`config.mk`:
```
export PLATFORM = sky130hd
export DESIGN_NAME = async_fifo1_flat
export DESIGN_NICKNAME = d
export VERILOG_FILES = /design/src/rtl/async_fifo1_if.sv /design/src/rtl/async_fifo1.sv /design/src/flat_wrapper.sv
export SDC_FILE = /design/constraint.sdc
export NUM_CORES = 2
export LEC_CHECK = 0
export ABC_AREA = 1
export ABC_CLOCK_PERIOD_IN_PS = 2600
export CAP_MARGIN = 10
export CORE_MARGIN = 4
export CORE_UTILIZATION = 61
export DETAILED_ROUTE_END_ITERATION = 16
export PLACE_DENSITY = 0.75
export SYNTH_ARGS = -nofsm -noshare
export SYNTH_HDL_FRONTEND = slang
export SYNTH_SLANG_ARGS = --single-unit
export TNS_END_PERCENT = 1
```
`constraint.sdc`:
```
create_clock -name wclk -period 2.6 [get_ports wclk]
set_clock_uncertainty 0.2 [all_clocks]
set_input_delay 0.39 -clock wclk [delete_from_list [all_inputs] [get_ports wclk]]
set_output_delay 0.39 -clock wclk [all_outputs]
set_load 0.05 [all_outputs]
```
`src/rtl/async_fifo1_if.sv`:
```
// ---------------------------------------------------------------------------
// async_fifo1_if : write/read handshake bundle for async_fifo1
// Rev 1.0
// ---------------------------------------------------------------------------
`default_nettype none

interface async_fifo1_if #(
  parameter int DSIZE = 8
);
  logic             winc;
  logic [DSIZE-1:0] wdata;
  logic             rinc;
  logic [DSIZE-1:0] rdata;
  logic             wfull;
  logic             rempty;

  modport master (
    output winc, wdata, rinc,
    input  rdata, wfull, rempty
  );

  modport slave (
    input  winc, wdata, rinc,
    output rdata, wfull, rempty
  );
endinterface

`default_nettype wire

```
`src/rtl/async_fifo1.sv`:
```
// ---------------------------------------------------------------------------
// async_fifo1 : Gray-pointer FIFO with 2-flop pointer synchronizers, one clock
// Rev 1.0
// ---------------------------------------------------------------------------
`default_nettype none

module async_fifo1 #(
  parameter int DSIZE = 8,
  parameter int ASIZE = 8
) (
  input  logic           wclk,
  input  logic           wrst_n,
  async_fifo1_if.slave   fifo
);

  localparam int DEPTH = 1 << ASIZE;

  logic [DSIZE-1:0] mem_q [DEPTH];

  logic [ASIZE:0] wbin_q, wbin_d, wptr_q, wgray_d;
  logic [ASIZE:0] rbin_q, rbin_d, rptr_q, rgray_d;
  logic [ASIZE:0] wq1_rptr_q, wq2_rptr_q;
  logic [ASIZE:0] rq1_wptr_q, rq2_wptr_q;
  logic           wfull_q, wfull_d;
  logic           rempty_q, rempty_d;
  logic           wr_en, rd_en;

  always_comb begin
    wr_en    = fifo.winc && !wfull_q;
    rd_en    = fifo.rinc && !rempty_q;
    wbin_d   = wbin_q + {{ASIZE{1'b0}}, wr_en};
    rbin_d   = rbin_q + {{ASIZE{1'b0}}, rd_en};
    wgray_d  = (wbin_d >> 1) ^ wbin_d;
    rgray_d  = (rbin_d >> 1) ^ rbin_d;
    // Full when the write pointer has lapped the read pointer: top two Gray bits inverted.
    wfull_d  = (wgray_d == {~wq2_rptr_q[ASIZE:ASIZE-1], wq2_rptr_q[ASIZE-2:0]});
    rempty_d = (rgray_d == rq2_wptr_q);
  end

  always_ff @(posedge wclk or negedge wrst_n) begin
    if (!wrst_n) begin
      wbin_q     <= '0;
      wptr_q     <= '0;
      rbin_q     <= '0;
      rptr_q     <= '0;
      wq1_rptr_q <= '0;
      wq2_rptr_q <= '0;
      rq1_wptr_q <= '0;
      rq2_wptr_q <= '0;
      wfull_q    <= 1'b0;
      rempty_q   <= 1'b1;
    end else begin
      wbin_q     <= wbin_d;
      wptr_q     <= wgray_d;
      rbin_q     <= rbin_d;
      rptr_q     <= rgray_d;
      wq1_rptr_q <= rptr_q;
      wq2_rptr_q <= wq1_rptr_q;
      rq1_wptr_q <= wptr_q;
      rq2_wptr_q <= rq1_wptr_q;
      wfull_q    <= wfull_d;
      rempty_q   <= rempty_d;
    end
  end

  // Storage is deliberately left unreset; pointer reset makes old words unreachable.
  always_ff @(posedge wclk) begin
    if (wr_en) begin
      mem_q[wbin_q[ASIZE-1:0]] <= fifo.wdata;
    end
  end

  assign fifo.rdata  = mem_q[rbin_q[ASIZE-1:0]];
  assign fifo.wfull  = wfull_q;
  assign fifo.rempty = rempty_q;

endmodule

`default_nettype wire

```
`src/flat_wrapper.sv`:
```
// flat-port wrapper written by rule: the top's interface ports become plain ports
module async_fifo1_flat 
#(
  parameter int DSIZE = 8,
  parameter int ASIZE = 8
)
  (wclk, wrst_n, fifo_winc, fifo_wdata, fifo_rinc, fifo_rdata, fifo_wfull, fifo_rempty);
  async_fifo1_if #(.DSIZE(DSIZE)) fifo_i ();
  input  logic wclk;
  input  logic wrst_n;
  input wire logic [$bits(fifo_i.winc)-1:0] fifo_winc;
  input wire logic [$bits(fifo_i.wdata)-1:0] fifo_wdata;
  input wire logic [$bits(fifo_i.rinc)-1:0] fifo_rinc;
  output wire logic [$bits(fifo_i.rdata)-1:0] fifo_rdata;
  output wire logic [$bits(fifo_i.wfull)-1:0] fifo_wfull;
  output wire logic [$bits(fifo_i.rempty)-1:0] fifo_rempty;
  assign fifo_i.winc = fifo_winc;
  assign fifo_i.wdata = fifo_wdata;
  assign fifo_i.rinc = fifo_rinc;
  assign fifo_rdata = fifo_i.rdata;
  assign fifo_wfull = fifo_i.wfull;
  assign fifo_rempty = fifo_i.rempty;
  async_fifo1 #(.DSIZE(DSIZE), .ASIZE(ASIZE)) u_core (.wclk(wclk), .wrst_n(wrst_n), .fifo(fifo_i));
endmodule
```
Word level (Yosys, flattened, before mapping)
Memories as Yosys holds them, arrays and structs flattened.
Cells that the tools add are included.
{"block": "word_totals", "ff_bits": 74, "latch_bits": 0, "mem_bits_rw": 2048, "mem_bits_ro": 0, "in_bits": 12, "elab_cells": 24, "mem_count": 1}
{"block": "op_classes", "n_addsub": 2, "multipliers": 0, "div_mod_pow": 0, "n_lt_le_gt_ge": 0, "eq_ne": 2, "shift": 0, "mux": 2, "n_bitwise": 3, "reduce_logical": 4}
{"memory": "u_core.mem_q", "words": 256, "width": 8, "read_ports": 1, "rd_clocked_by_memory_dff": 0, "write_ports": 1, "line_no": "async_fifo1.sv:18", "source": "logic [DSIZE-1:0] mem_q [DEPTH];"}
{"cell": "$add 9x1->9", "n": 2}
{"cell": "$eq 9x9->1", "n": 2}
{"cell": "$xor 8x9->9", "n": 2}
{"cell": "$logic_and 1x1->1", "n": 2}
{"cell": "$logic_not 1->1", "n": 2}
{"cell": "$mux 1", "n": 2}
{"cell": "$not 2->2", "n": 1}

Depth between registers and ports, before layout
{"block": "depth", "word_depth": 5, "depth_mapped": 17, "ltp_nobuf": 17}

Worst setup path before layout
Ideal clock, no wire load.
{"block": "synth_path", "path_kind": "reg2reg", "from": "register u_core.wfull_q (netlist: u_core.fifo.wfull)", "to": "register u_core.wfull_q (netlist: u_core.fifo.wfull)", "setup_ns": 0.071, "arrival_ns": 2.356, "required_time_ns": 2.329, "path_slack_ns": -0.027, "path_stages_with_launch": 13, "path_cell_list": "dfrtp_1 -> nor2_1 -> clkbuf_1 -> ha_1 -> ha_1 -> nand2_1 -> nor3_4 -> xor2_2 -> xor2_1 -> nand2_1 -> nand2_1 -> nand3_1 -> nor2_1"}
{"block": "synth_via", "elab_chain_len": 5}
{"element": "start: declaration", "line_no": "async_fifo1.sv:24", "source": "logic wfull_q, wfull_d;"}
{"element": "start signal: assignment", "line_no": "async_fifo1.sv:61", "source": "wfull_q <= wfull_d;"}
{"element": "$logic_not 1->1", "line_no": "async_fifo1.sv:29", "source": "wr_en = fifo.winc && !wfull_q;"}
{"element": "$logic_and 1x1->1", "line_no": "async_fifo1.sv:29"}
{"element": "$add 9x1->9", "line_no": "async_fifo1.sv:31", "source": "wbin_d = wbin_q + {{ASIZE{1'b0}}, wr_en};"}
{"element": "net u_core.wbin_d[6]", "line_no": "async_fifo1.sv:20", "source": "logic [ASIZE:0] wbin_q, wbin_d, wptr_q, wgray_d;"}
{"element": "$xor 8x9->9", "line_no": "async_fifo1.sv:33", "source": "wgray_d = (wbin_d >> 1) ^ wbin_d;"}
{"element": "net u_core.wgray_d[5]", "line_no": "async_fifo1.sv:20"}
{"element": "$eq 9x9->1", "line_no": "async_fifo1.sv:36", "source": "wfull_d = (wgray_d == {~wq2_rptr_q[ASIZE:ASIZE-1], wq2_rptr_q[ASIZE-2:0]});"}
{"element": "net u_core.wfull_d", "line_no": "async_fifo1.sv:24"}
The timed path passes the listed nets, and every way through them passes these cells.

Worst setup path after layout
{"block": "layout_path", "from": "register u_core.rbin_q[1]", "to": "output fifo_rdata[0]"}
{"block": "layout_via", "elab_chain_len": 1}
{"element": "start: declaration", "line_no": "async_fifo1.sv:21", "source": "logic [ASIZE:0] rbin_q, rbin_d, rptr_q, rgray_d;"}
{"element": "start signal: assignment", "line_no": "async_fifo1.sv:55", "source": "rbin_q <= rbin_d;"}
{"element": "$mem_v2 256x8"}
{"element": "end: declaration", "line_no": "flat_wrapper.sv:14", "source": "output wire logic [$bits(fifo_i.rdata)-1:0] fifo_rdata;"}
No other way between the ends.

==> impl_metrics.toml <==
[critical_path]
endpoint = "fifo_rdata[0]"
cp.required_ns = 2.01
crit_type = "flip-flop to output pin"
cpMaxStageDelayCell = "dfrtp_4"
crit_start = "u_core.rbin_q[1]"
endpoint_kind = "output pin"
critPathTopFamily = "simple AND/OR/NAND/NOR gates"
path_max_fanout = 13
arrival_ns = 3.44
r2r_cells = 12
cp_num_cells = 13
crit_path_frequent_cell = "buf_12"
path_buf_inv = 4
rrSetupSlack_ns = -0.38
r2r-end = "u_core.fifo.rempty"
cp_cell_sequence = "nor2_4 > buf_12 > buf_8 > buf_12 > a21oi_1 > nand3_1 > nand3_2 > nand3_4 > nand3_2 > nand2_4 > nand2_1 > nand2_2 > buf_12"
critPathMaxStageDelay_ns = 0.60
start_kind = "flip-flop"
reg2reg_from = "u_core.rbin_q[1]"

[timing]
hold_slack_ns = 0.128
setup_violations = 11
fmaxAchievable_ghz = 0.248
slew_headroom_pct = 43.4
finalCriticalPeriod_ns = 4.03
fin_ws_ns = -1.43
period_share_pct = 155
final-hold-violation-count = 0
finalMaxSlewViolations = 0
rsz0062_at_grt = "yes"
tightest_slew_ns = 0.844

[place]
place_hpwl_um = 145000
pre_cts_slack_ns = -0.898
dp_cells = 9583
place.gp.congestion = 0.922
place.port_buffers = 21

[run]
max_cap_viol_count = 0

[drt]
drc_errors = 0
final_antenna_net_count = 0
drt_first_iter_violations = 9509
wl_um = 250000
via_per_inst = 6.13
drt-pass1-iter-count = 8
dr_total_vias = 61400
wl_per_cell_um = 24.9

[synthesis]
synth_area_um2 = 85900
syn_nets = 7468
synth_area_per_cell_um2 = 11.5
synth.distinct_cells = 30
ys_ff_latch = 2120
synth_edf_count = 2048
yosys.area_share.simple_pct = 21.8
async_flop_share_pct = 3.40
yosysSeqAreaShare_pct = 73.7
synth_ff_type = "edfxtp_1"
synthMuxAreaShare_pct = 0
netlist_top_cells_area = "edfxtp_1, nand2_1, nand3_1"
synth_top_area_share_pct = 71.6
synth_top_family_by_area = "simple AND/OR/NAND/NOR gates"
yosysTopAreaCell = "edfxtp_1"
syn_inst = 7452
synth-compound-area-share_pct = 1.40
synthAdderAreaFrac_pct = 0.0582
ys_warn_count = 0
synthXorXnorAreaFrac_pct = 0.291

[grt]
grt.total_usage_pct = 33.3
grt_pass1_vias = 58600
grt_first_pass_wirelength_um = 364000
grt_max_degree = 80
antenna_found_initial = 5
grt.overflow.total = 0

[hold_path]
hp-class = "primary input to asynchronous set/reset pin"

[clock_tree]
cts.clk_slew.worst_paths_ns = 0.06
htreeDepth = 4
cts.sinks = 2120
clk_latency_ns = 0.84
cts_buffer_depth = 3
cts_root_buffer = "clkbuf_16"
cts_inserted_buffers = 202
tritoncts = "yes"

[final_layout]
layout.cells.non_filler = 10000
fillers = 8741
drive_above_1_share_pct = 15.6
syn_to_final_growth_pct = 19.4
seq_area_um2 = 63300
final_nets = 8004
multi_input_area_um2 = 21400

[floorplanning]
die_area_um2 = 147000
design.core.area_um2 = 140000
die_y_um = 383
ioPinCount = 22
rows = 137
die_x_um = 383
start_util_pct = 61.5

[pwr]
p_per_area_nw_per_um2 = 1110
ir_drop_uv = 1670
power_leakage_nw = 38.6

[outcome]
violations = "negative setup slack"
status = "complete, but fails checks"
## cell type report
| cell class | count | share of cell area, % |
|---|---|---|
| tap | 1876 | 2.29 |
| inverter | 66 | 0.283 |
| clock buffer | 261 | 5.23 |
| clock inverter | 98 | 0.838 |
| sequential | 2120 | 61.7 |
| antenna | 2 | 0.00488 |
| multi-input combinational | 4810 | 20.8 |
| timing repair buffer | 788 | 8.78 |
## report_power, final
| group | switching (W) | total [W] | leakage (nW) | internal, W |
|---|---|---|---|---|
| registers | 0.000479 | 0.0388 | 19.2 | 0.0383 |
| logic | 0.0307 | 0.0473 | 16.4 | 0.0166 |
| clock network | 0.0124 | 0.0281 | 3.03 | 0.0158 |
## Yosys cell counts, drive strengths merged, types with 2 or more instances
cell type     n
o21ai         5
buf         325
clkbuf      131
nand3b        2
nand4         3
nor3          2
nor2        312
a21oi       234
dfrtp        71
clkinv        4
xor2         18
nand2      2897
edfxtp     2048
nand3      1324
inv          62
xnor2         8
ha            4
## flip-flops by register name, indices dropped and copies added, names as in the netlist
signal	cells
u_core.mem_q	2048
u_core.rbin_q	9
u_core.rq1_wptr_q	9
u_core.rq2_wptr_q	9
u_core.wbin_q	9
u_core.wq1_rptr_q	9
u_core.wq2_rptr_q	9
u_core.rptr_q	8
u_core.wptr_q	8
u_core.fifo.rempty	1
u_core.fifo.wfull	1
## cells in the final DEF, fill, tap and decap left out, types with 20 or more instances in the layout
cell          n
inv_1        54
buf_4       546
edfxtp_1   2048
clkbuf_1     52
buf_16       40
buf_8        20
clkinv_2     32
nand3_2     135
dfrtp_1      66
nand2_1    2865
clkbuf_16   216
nand3_1    1172
nand2_2      20
clkinv_1     38
buf_6        21
a21oi_1     224
buf_12      130
nor2_1      305
## worst min path at each step
| stage | start | end | slack [ns] | depth (start not counted) |
|---|---|---|---|---|
| after floorplan | wrst_n | u_core.fifo.wfull | -0.11 | 0 |
| after global placement | u_core.wptr_q[5] | u_core.rq1_wptr_q[5] | 0.13 | 0 |
| after detailed placement | u_core.rq1_wptr_q[4] | u_core.rq2_wptr_q[4] | 0.13 | 0 |
| after CTS | wrst_n | u_core.wptr_q[0] | 0.08 | 2 |
| after global routing | u_core.rq1_wptr_q[4] | u_core.rq2_wptr_q[4] | 0.15 | 0 |
| final | wrst_n | u_core.wptr_q[0] | 0.13 | 2 |
## logic make-up after synthesis
kind of cell    after synthesis
flops                      2120
compound gates              240
buf+inv                     522
xor+xnor                     26
simple gates               4540
fa+ha+maj                     4
## metal layers
metal  routed length, µm  track usage [%]
met3               30700             6.70
met1               88700             45.3
met4               12500             15.7
met2              118000             52.4
met5                  23                0
## per-stage QoR
step / total power [W] / setup TNS [ns] / area, µm² / util, %
2_1_floorplan: 0.0617 / 0 / 85900 / -
3_3_place_gp: 0.0784 / -7.71 / 93400 / 66.9
3_5_place_dp: 0.0790 / -8.57 / 93400 / 66.9
4_1_cts: 0.111 / -11.04 / 102000 / 72.8
5_1_grt: 0.118 / -12.32 / 103000 / 73.4
6_report: 0.114 / -11.45 / 103000 / 73.4
## repair_timing
item,CTS,global route
buffers inserted,21,13
resized for setup,212,104
pin swaps,37,23
cloned,23,12
endpoints found under the setup margin,13,14
hold endpoints to repair,500,0
hold buffers,9,0
No activity file was read; power rests on OpenSTA's default activity.
